--- src/rtl/parking_gate_arbiter.sv ---
// Two-gate entry / single exit barrier arbiter with round-robin entry selection and timed barrier hold.
// Optional grant/deny statistics counters are enabled by defining PARK_GATE_STATS_EN.
module parking_gate_arbiter #(
   parameter int unsigned BARRIER_CYCLES = 4
) (
   input  logic       clk,
   input  logic       rst,
   input  logic [1:0] ent_req,
   input  logic [1:0] ent_uni,
   output logic [1:0] ent_gnt,
   output logic [1:0] ent_deny,
   input  logic       ext_req,
   input  logic       ext_uni,
   output logic       ext_gnt,
   input  logic       uni_is_vacated_space,
   input  logic       is_vacated_space,
   output logic       car_entered,
   output logic       is_uni_car_entered,
   output logic       car_exited,
   output logic       is_uni_car_exited,
   output logic       busy,
   output logic       barrier_open
`ifdef PARK_GATE_STATS_EN
   ,
   output logic [7:0] grant_cnt,
   output logic [7:0] deny_cnt
`endif
);

   typedef enum logic [2:0] {IDLE, EXIT, ENTER, DENY, HOLD} state_t;

   localparam logic [3:0] HOLD_LOAD = 4'(BARRIER_CYCLES);

   state_t     state_q, state_d;
   logic       gate_q, gate_d;
   logic       cls_q, cls_d;
   logic       rr_q, rr_d;
   logic [3:0] timer_q, timer_d;

   logic       sel_gate;
   logic       sel_uni;

   logic [1:0] ent_gnt_d, ent_deny_d;
   logic       ext_gnt_d, car_entered_d, is_uni_car_entered_d;
   logic       car_exited_d, is_uni_car_exited_d, busy_d, barrier_open_d;

   // State, latched request context and all outputs are registered together,
   // so outputs always reflect the state being entered at this edge.
   always_ff @(posedge clk or negedge rst) begin
      if (!rst) begin
         state_q            <= IDLE;
         gate_q             <= 1'b0;
         cls_q              <= 1'b0;
         rr_q               <= 1'b0;
         timer_q            <= 4'd0;
         ent_gnt            <= 2'b00;
         ent_deny           <= 2'b00;
         ext_gnt            <= 1'b0;
         car_entered        <= 1'b0;
         is_uni_car_entered <= 1'b0;
         car_exited         <= 1'b0;
         is_uni_car_exited  <= 1'b0;
         busy               <= 1'b0;
         barrier_open       <= 1'b0;
      end else begin
         state_q            <= state_d;
         gate_q             <= gate_d;
         cls_q              <= cls_d;
         rr_q               <= rr_d;
         timer_q            <= timer_d;
         ent_gnt            <= ent_gnt_d;
         ent_deny           <= ent_deny_d;
         ext_gnt            <= ext_gnt_d;
         car_entered        <= car_entered_d;
         is_uni_car_entered <= is_uni_car_entered_d;
         car_exited         <= car_exited_d;
         is_uni_car_exited  <= is_uni_car_exited_d;
         busy               <= busy_d;
         barrier_open       <= barrier_open_d;
      end
   end

   // Requests are only looked at in IDLE; exit beats entry, and a double entry
   // request is resolved by the round-robin pointer.
   always_comb begin
      state_d  = state_q;
      gate_d   = gate_q;
      cls_d    = cls_q;
      rr_d     = rr_q;
      timer_d  = timer_q;
      sel_gate = (ent_req == 2'b11) ? rr_q : ent_req[1];
      sel_uni  = ent_uni[sel_gate];
      case (state_q)
         IDLE: begin
            if (ext_req) begin
               state_d = EXIT;
               cls_d   = ext_uni;
            end else if (ent_req != 2'b00) begin
               state_d = (sel_uni ? uni_is_vacated_space : is_vacated_space) ? ENTER : DENY;
               gate_d  = sel_gate;
               cls_d   = sel_uni;
               rr_d    = ~sel_gate;
            end
         end
         EXIT, ENTER: begin
            state_d = HOLD;
            timer_d = HOLD_LOAD;
         end
         DENY: state_d = IDLE;
         HOLD: begin
            if (timer_q <= 4'd1) begin
               state_d = IDLE;
               timer_d = 4'd0;
            end else begin
               timer_d = timer_q - 4'd1;
            end
         end
         default: state_d = IDLE;
      endcase
   end

   always_comb begin
      ent_gnt_d            = 2'b00;
      ent_deny_d           = 2'b00;
      ext_gnt_d            = 1'b0;
      car_entered_d        = 1'b0;
      is_uni_car_entered_d = 1'b0;
      car_exited_d         = 1'b0;
      is_uni_car_exited_d  = 1'b0;
      busy_d               = (state_d != IDLE);
      barrier_open_d       = (state_d == HOLD);
      case (state_d)
         EXIT: begin
            ext_gnt_d           = 1'b1;
            car_exited_d        = 1'b1;
            is_uni_car_exited_d = cls_d;
         end
         ENTER: begin
            ent_gnt_d[gate_d]    = 1'b1;
            car_entered_d        = 1'b1;
            is_uni_car_entered_d = cls_d;
         end
         DENY: ent_deny_d[gate_d] = 1'b1;
         default: ;
      endcase
   end

`ifdef PARK_GATE_STATS_EN
   // Saturating event counters; each grant/deny state lasts exactly one cycle.
   always_ff @(posedge clk or negedge rst) begin
      if (!rst) begin
         grant_cnt <= 8'd0;
         deny_cnt  <= 8'd0;
      end else begin
         if ((state_q == ENTER || state_q == EXIT) && grant_cnt != 8'hFF)
            grant_cnt <= grant_cnt + 8'd1;
         if (state_q == DENY && deny_cnt != 8'hFF)
            deny_cnt <= deny_cnt + 8'd1;
      end
   end
`endif

endmodule

--- config.mk ---
export PLATFORM = sky130hd
export DESIGN_NAME = parking_gate_arbiter
export DESIGN_NICKNAME = d
export VERILOG_FILES = /design/src/rtl/parking_gate_arbiter.sv
export SDC_FILE = /design/constraint.sdc
export NUM_CORES = 1
export LEC_CHECK = 0
export CELL_PAD_IN_SITES_DETAIL_PLACEMENT = 0
export CELL_PAD_IN_SITES_GLOBAL_PLACEMENT = 1
export CORE_UTILIZATION = 38
export CTS_CLUSTER_SIZE = 25
export DETAILED_ROUTE_END_ITERATION = 10
export HOLD_SLACK_MARGIN = 0.03
export PLACE_DENSITY_LB_ADDON = 0.1
export SKIP_LAST_GASP = 1
export SYNTH_ARGS = -nofsm -noshare
export SYNTH_HDL_FRONTEND = slang
export SYNTH_SLANG_ARGS = --single-unit
export TNS_END_PERCENT = 50
--- constraint.sdc ---
create_clock -name clk -period 2.6 [get_ports clk]
set_input_delay 0.39 -clock clk [delete_from_list [all_inputs] [get_ports clk]]
set_output_delay 0.39 -clock clk [all_outputs]
set_load 0.02 [all_outputs]
# After elaboration in Yosys (flattened, before gate mapping)
# Cells that the tools add are included.
[op_classes]
addsub = 1
multipliers = 0
div_mod_pow = 0
order_cmp = 4
n_eq_ne = 8
n_shift = 0
n_mux = 25
bitwise = 2
reduce_logical = 7
[ops]
columns = ["op", "count"]
rows = [
  ["two-way mux 1 bit", 16],
  ["equality test 3 x 2 -> 1 bit (second input constant)", 3],
  ["two-way mux 3 bit", 3],
  ["one-hot mux 3 bit (3 select lines)", 1],
  ["one-hot mux 4 bit (2 select lines)", 1],
  ["equality test 3 x 1 -> 1 bit (second input constant)", 2],
  ["equality test 3 bit (second input constant)", 2],
  ["<= comparator 4 x 1 -> 1 bit (second input constant)", 1],
  ["< comparator 1 x 2 -> 1 bit (second input constant)", 2],
  ["two-way mux 2 bit", 2],
  ["two-way mux 4 bit", 1],
  ["nonzero test 2 bit", 2],
  ["subtractor 4 x 1 -> 4 bit (second input constant)", 1],
  ["logical NOT 3 bit", 1],
  ["AND reduction 3 bit", 1],
  ["nonzero test 3 bit", 1],
  ["equality test 2 bit (second input constant)", 1],
  ["inverter 1 bit", 2],
  ["OR reduction 2 bit", 1],
  ["demux 1 bit (select 1 bit)", 1],
  ["greater-or-equal comparator 1 bit (second input constant)", 1],
  ["logical AND 1 bit", 1],
]
[totals]
regBits = 20
latch_bits = 0
mem_bits_rw = 0
rom_bits = 0
inputBits = 10
output_inout_bits = 11
elab_cells = 60
n_memories = 0

# Longest topological paths before layout
# Gate-level depths: netlist of the first run.
[logic_depth]
depth_word = 11
depth_mapped = 6
ltp_nobuf = 6

# Worst setup path before layout of the first run
# Ideal clock, no wire load.
[synth_path]
path_kind = "register to register"
from = "register timer_q[0]"
to = "register barrier_open"
setup_ps = 124
arrival_time_ps = 1274
required_ps = 2476
path_slack_ps = 1202
stages_incl_launch_ff = 6
n_path_buf = 0
period_less_slack_ps = 1398
cell_sequence = "dfrtp_1 inv_1 ha_1 nor2_1 o31a_1 o31a_1"
[synth_between]
elab_chain_cells = 4
[synth_rtl]
columns = ["item", "line_no", "source"]
rows = [
  ["from (decl)", "38", "logic [3:0] timer_q, timer_d;"],
  ["from (signal assigned)", "70", "timer_q <= timer_d;"],
  ["<= comparator 4 x 1 -> 1 bit", "111", "if (timer_q <= 4'd1) begin"],
  ["two-way mux 3 bit", "111", ""],
  ["one-hot mux 3 bit (3 select lines)", "93", "case (state_q)"],
  ["equality test 3 bit", "131", "barrier_open_d = (state_d == HOLD);"],
  ["named net barrier_open_d", "45", "logic car_exited_d, is_uni_car_exited_d, busy_d, barrier_open_d;"],
  ["to (signal assigned)", "79", "barrier_open <= barrier_open_d;"],
  ["to (decl)", "22", "output logic barrier_open"],
]
# The timed path passes the listed nets, and every way through them passes these cells.
# A chain may end at the register's enable or synchronous reset.

# Worst setup path after layout of the first run
[layout_path]
from = "register car_entered"
to = "output car_entered"
[layout_lines]
columns = ["item", "line_no", "source"]
rows = [
  ["from (decl)", "17", "output logic car_entered,"],
  ["from (signal assigned)", "74", "car_entered <= car_entered_d;"],
]
# No word-level cell between the ends.

==> metrics.txt, run 1 <==
total negative slack for setup checks=0 ns; WL final=1.73 mm; postcts setup bufs=0; synthesized net count=101; compound-gate portion of the synthesized area=0.165; fin util=0.549; Nets=124; clock latency on the worst-skew pair=0.29 ns; P_int=0.694 mW; PostCTS Resize Cnt=0; Max Fanout on Critical Path=1; count leader, synth=dfrtp_1; Yosys reg bits=18; Max Clock Freq=0.616 GHz; Syn Inst Count=89; post-DP HPWL=1.35 mm; combinational share of power=0.454; mux cell area share after synthesis=0.0487; Hold Path Class=reg -> reg; dominant cells by area after synthesis=dfrtp_1 52%, nor2_1 4.7%, nand2_1 3.4%; Mapped Area=873 sq um; Die Height=49.9 microns; Final min period=1.62 ns; largest family of logic cells by synthesized area=simple AND/OR/NAND/NOR gates; Psw=0.441 mW; core area=2060 sq um; CP Capture Type=primary output; top cell type by total area after synthesis=dfrtp_1; critical path arrival=1.23 ns; CP peak stage delay=0.60 ns; Area growth syn-to-layout=29.7%; synth cell count leaders=18 x dfrtp_1, 11 x nor2_1, 8 x nand2_1, 7 x inv_1; Die X=49.9 microns; Setup CP Type=reg -> out; DIE AREA=2490 sq um; Final ANT Viol Nets=0; Synth Area in XOR/XNOR=0; largest net degree at the start of global routing=19; Final GP Congestion=0.783; n_diodes=0; number of global-route vias before repair=632; Post-synth EDFFs=0; CP top delay family=buffers and inverters; Fill cells=200; CTS Buf Count=3; switch share=0.388; maxcap violations=0; initial core utilization=0.424; Critical Path, Cell by Cell=clkdlybuf4s50_1; htree depth=1; Avg Inst Size Synth=9.81 sq um; PortBufs=20; CTS tree=built; Sinks on Clock Net=18; Synth Warn #=0; status=finished clean; clock network power share=0.145; clock root buffer master=clkbuf_4; share of the synthesized area in the top cell type=0.516; share of layout cells above drive strength 1=0.117; Leakage=0.519 nW; critical path buffer and inverter count=1; total grt overflow=0; power per cell area=1000 nW/um^2; sequential share of power=0.400; ys flop type=dfrtp_1; cts hold-fix bufs=0; Slew Limit Fails=0; slowest CP cell=clkdlybuf4s50_1; final setup fails=0; initial antenna violation count=0; Synth Area in Adders=0.0287; endpoints failing hold=0; vias per cell=4.96; mean routed wirelength per cell=12.5 microns; Post-Route Skew=0.00247 ns; ys async rst share=1.00; Starting DRT DRC Count=14; RSZ-0062 raised after global routing=no; Total GRT Usage=0.163; Worst-path clk slew=0.09 ns; maximum VDD drop=564 uV; io pins=21; Least-Margin Pin Slew=0.773 ns; relative slew slack=0.483; Register-to-Register Setup Slack=1.03 ns; final worst-path cycle share=0.624; global-route wire length before repair=2.97 mm; register area share after synthesis=0.516; # DRC=0; Startpoint Class=flip-flop; simple logic cell fraction of the synthesized area=0.199; count of cell types in the netlist=29; # rows=16; TritonRoute pass-1 iters=4; clk buf depth=2; Via Count=684; worst endpoint required time=2.21 ns
==> per-stage QoR <==
stage / setup WS (ns) / cell area, sq um / hold slack [ns] / total power [mW] / std cells
detailed placement: 0.717 / 1100 / 0.511 / 0.976 / 134
global placement: 0.783 / 1100 / 0.513 / 0.966 / 134
floorplan: 1.20 / 873 / 0.0944 / 0.808 / 89
CTS: 0.952 / 1130 / 0.527 / 1.14 / 138
finish: 0.977 / 1130 / 0.530 / 1.13 / 138
global route: 0.896 / 1130 / 0.574 / 1.23 / 138
==> metal layers <==
| layer | global-route usage | up-vias | wire, microns |
|---|---|---|---|
| li1 | - | 352 | - |
| met4 | 0.0286 | 0 | 0 |
| met3 | 0.0556 | 0 | 87 |
| met1 | 0.232 | 315 | 865 |
| met2 | 0.241 | 17 | 774 |
| met5 | 0 | - | 0 |
==> worst register-to-register path: stages, from the launching register on <==
cell and delay [ns]:
dfrtp_1 0.52, or3_4 0.46, nor2_2 0.18, o21ai_2 0.11, a211oi_1 0.22
==> flip-flops by register name, summed over array words and instances (netlist names), 2 cells and up <==
| signal | cells |
|---|---|
| timer_q | 4 |
| ent_gnt | 2 |
| state_q | 3 |
| ent_deny | 2 |
==> cells in the final DEF (no fill, tap or decap), types with 3 or more instances in the layout <==
cell,count
o31a_1,3
clkdlybuf4s50_1,20
nor3_1,3
clkbuf_4,3
a21oi_1,4
nand2_1,8
nand3_1,3
nor2_1,11
o21ai_0,3
o21ai_1,4
inv_1,7
dfrtp_1,18
==> worst paths after layout <==
check,from,end,depth (start not counted)
worst max-delay path,car_entered,car_entered,1
worst min-delay path,rr_q,rr_q,1
worst max register to register,state_q[0],is_uni_car_entered,4
worst min register to register,rr_q,rr_q,1
max in group asynchronous,rst,timer_q[1],1
min in group asynchronous,rst,timer_q[0],1
==> power groups by stage <==
stage / logic [mW] / clock network, mW / registers [mW]
3_3_place_gp: 0.507 / 0 / 0.459
6_report: 0.515 / 0.165 / 0.454
4_1_cts: 0.518 / 0.173 / 0.454
5_1_grt: 0.580 / 0.184 / 0.470
3_5_place_dp: 0.517 / 0 / 0.460
2_1_floorplan: 0.336 / 0 / 0.472
==> area by class of cell <==
| type | count | area (sq um) | area share |
|---|---|---|---|
| well taps | 27 | 33.8 | 0.0298 |
| multi-input cells | 62 | 385 | 0.340 |
| repair buffers | 20 | 200 | 0.177 |
| inverters | 7 | 26.3 | 0.0232 |
| clock buffers | 4 | 36.3 | 0.0320 |
| flip-flops and latches | 18 | 450 | 0.398 |
==> kinds of logic (layout without fill, tap and decap cells) <==
kind of cell / after synthesis / count (layout)
buffers and inverters: 9 / 31
adders and majority gates: 2 / 2
AOI/OAI and AO/OA: 22 / 22
and+or+nand+nor: 34 / 34
muxes: 4 / 4
DFF: 18 / 18
No activity file was read; power rests on OpenSTA's default activity.
==> inputs of run 2 (changes only) <==
- CORE_UTILIZATION: 38 -> 36
- clock period: 2.6 -> 1.5 ns (I/O delays scaled with it)
==> run 2 against run 1 <==
  * Via count grew 13%
  * Final cell count grew 13%
  * Non-clock buffer count grew 17
  * Clock power grew 76%
  * Global-route usage shrank 0.49 points
  * Critical path depth is the same
  * Sequential power grew 59%
  * Critical endpoint is now ext_gnt
==> metrics.txt, run 2 (synthesis results as in run 1) <==
Final GP Congestion=0.786; DIE AREA=2630 sq um; grt met2 use=0.243; Leakage=0.604 nW; Max Clock Freq=0.685 GHz; DP Worst Slack=-0.0712 ns; Worst Reg-to-Reg Cells=5; Fill cells=214; final worst-path cycle share=0.973; # DRC=0; CTS tree=built; Post-Route Skew=0.00222 ns; largest register by flop count=timer_q; RSZ-0062 raised after global routing=yes; htree depth=1; Slew Limit Fails=0; Sinks on Clock Net=18; CP peak stage delay=0.60 ns; core area=2250 sq um; PortBufs=20; CTS Buf Count=3; Hold Path Class=in -> async; fin worst setup slack=0.0404 ns; max reg flops=4; Hold WS=0.249 ns; Total GRT Usage=0.158; critical path buffer and inverter count=1; total negative slack for setup checks=0 ns; Final ANT Viol Nets=0; Area growth syn-to-layout=48.0%; maximum VDD drop=1080 uV; sequential share of power=0.317; Startpoint Class=flip-flop; maxcap violations=0; CP Capture Type=primary output; Max Fanout on Critical Path=2; # rows=17; status=finished clean; Die X=51.3 microns; mean routed wirelength per cell=11.3 microns; P_int=1.43 mW; endpoints failing hold=0; Die Height=51.3 microns; Starting DRT DRC Count=20; Register-to-Register Setup Slack=0.04 ns; switch share=0.373; met1 Usage GRT=0.213; slowest CP cell=clkdlybuf4s50_1; post-DP HPWL=1.37 mm; initial antenna violation count=0; final setup fails=0; clk buf depth=2; Most Crowded Layer GR=met2; share of layout cells above drive strength 1=0.273; Worst R2R Start=timer_q[1]; clock root buffer master=clkbuf_4; critical path arrival=1.23 ns; reg2reg end=state_q[2]; Least-Margin Pin Slew=0.323 ns; global-route wire length before repair=3.01 mm; most common cell after layout, fill and taps aside=clkdlybuf4s50_1; worst endpoint required time=1.27 ns; met3 Track Usage GR=0.0536; CP top delay family=buffers and inverters; number of global-route vias before repair=669; relative slew slack=0.783; largest net degree at the start of global routing=19; Critical Path, Cell by Cell=clkdlybuf4s50_1; vias per cell=4.94; Regs by FF count=timer_q (4), state_q (3); Worst-path clk slew=0.10 ns; clock latency on the worst-skew pair=0.29 ns; TritonRoute pass-1 iters=4; Setup CP Type=reg -> out; initial core utilization=0.387; Final min period=1.46 ns; Psw=0.849 mW; WL final=1.76 mm; total grt overflow=0; Nets=141; commonest cells after routing, fill and taps aside=20 x clkdlybuf4s50_1, 18 x dfrtp_1, 16 x buf_4; combinational share of power=0.555; n_diodes=0; clock network power share=0.128; power per cell area=1760 nW/um^2; Via Count=771; io pins=21; Critical Path Source=car_exited
-- run 2: cell count changes in the layout (fill, tap and decap cells not counted), sizes merged --
cell	change
buf	+17
-- run 2: worst max-delay path by stage --
stage	endpoint	slack [ns]	depth (start not counted)
finish	ext_gnt	0.04	1
detailed placement	is_uni_car_entered	-0.07	5
global route	state_q[2]	-0.03	5
CTS	state_q[2]	0.005	5
global placement	state_q[0]	-0.03	5
floorplan	barrier_open	0.10	5
-- run 2: what timing repair did --
action,in CTS,in global routing
gates cloned,0,0
pin swaps,1,3
buffers inserted,3,1
hold buffers,0,0
endpoints found under the setup margin,2,9
resized for setup,3,5
-- run 2: worst register-to-register path: stages, from the launching register on --
cell and delay, ns:
dfrtp_1 0.40, inv_2 0.11, ha_4 0.15, nor2_2 0.04, o31a_1 0.33, o31a_1 0.33
-- run 2: power by group through the flow --
stage                     sequential (mW)  combinational (mW)  clock, mW
after floorplan                     0.819               0.582          0
after global placement              0.728                1.10          0
after detailed placement            0.729                1.11          0
after CTS                           0.719                1.18      0.303
after global routing                0.741                1.40      0.323
final                               0.722                1.26      0.290
-- run 2: final cells by class --
cell class                 instances  area (sq um)  area share
sequential                        18           450       0.348
multi-input combinational         62           413       0.319
timing repair buffer              37           332       0.257
clock buffer                       4          36.3      0.0281
tap                               28          35.0      0.0271
inverter                           7          26.3      0.0203
-- run 2: per-stage QoR --
stage / area, sq um / power, mW / instances / utilization
6_report: 1290 / 2.28 / 156 / 0.573
5_1_grt: 1290 / 2.47 / 156 / 0.573
4_1_cts: 1260 / 2.20 / 155 / 0.557
3_5_place_dp: 1190 / 1.84 / 148 / 0.530
3_3_place_gp: 1190 / 1.83 / 148 / 0.530
2_1_floorplan: 873 / 1.40 / 89 / -
-- run 2: layer usage --
layer,wire [microns],up-vias
met1,829,361
met5,0,-
met4,8,0
met2,841,21
met3,81,2
li1,-,387
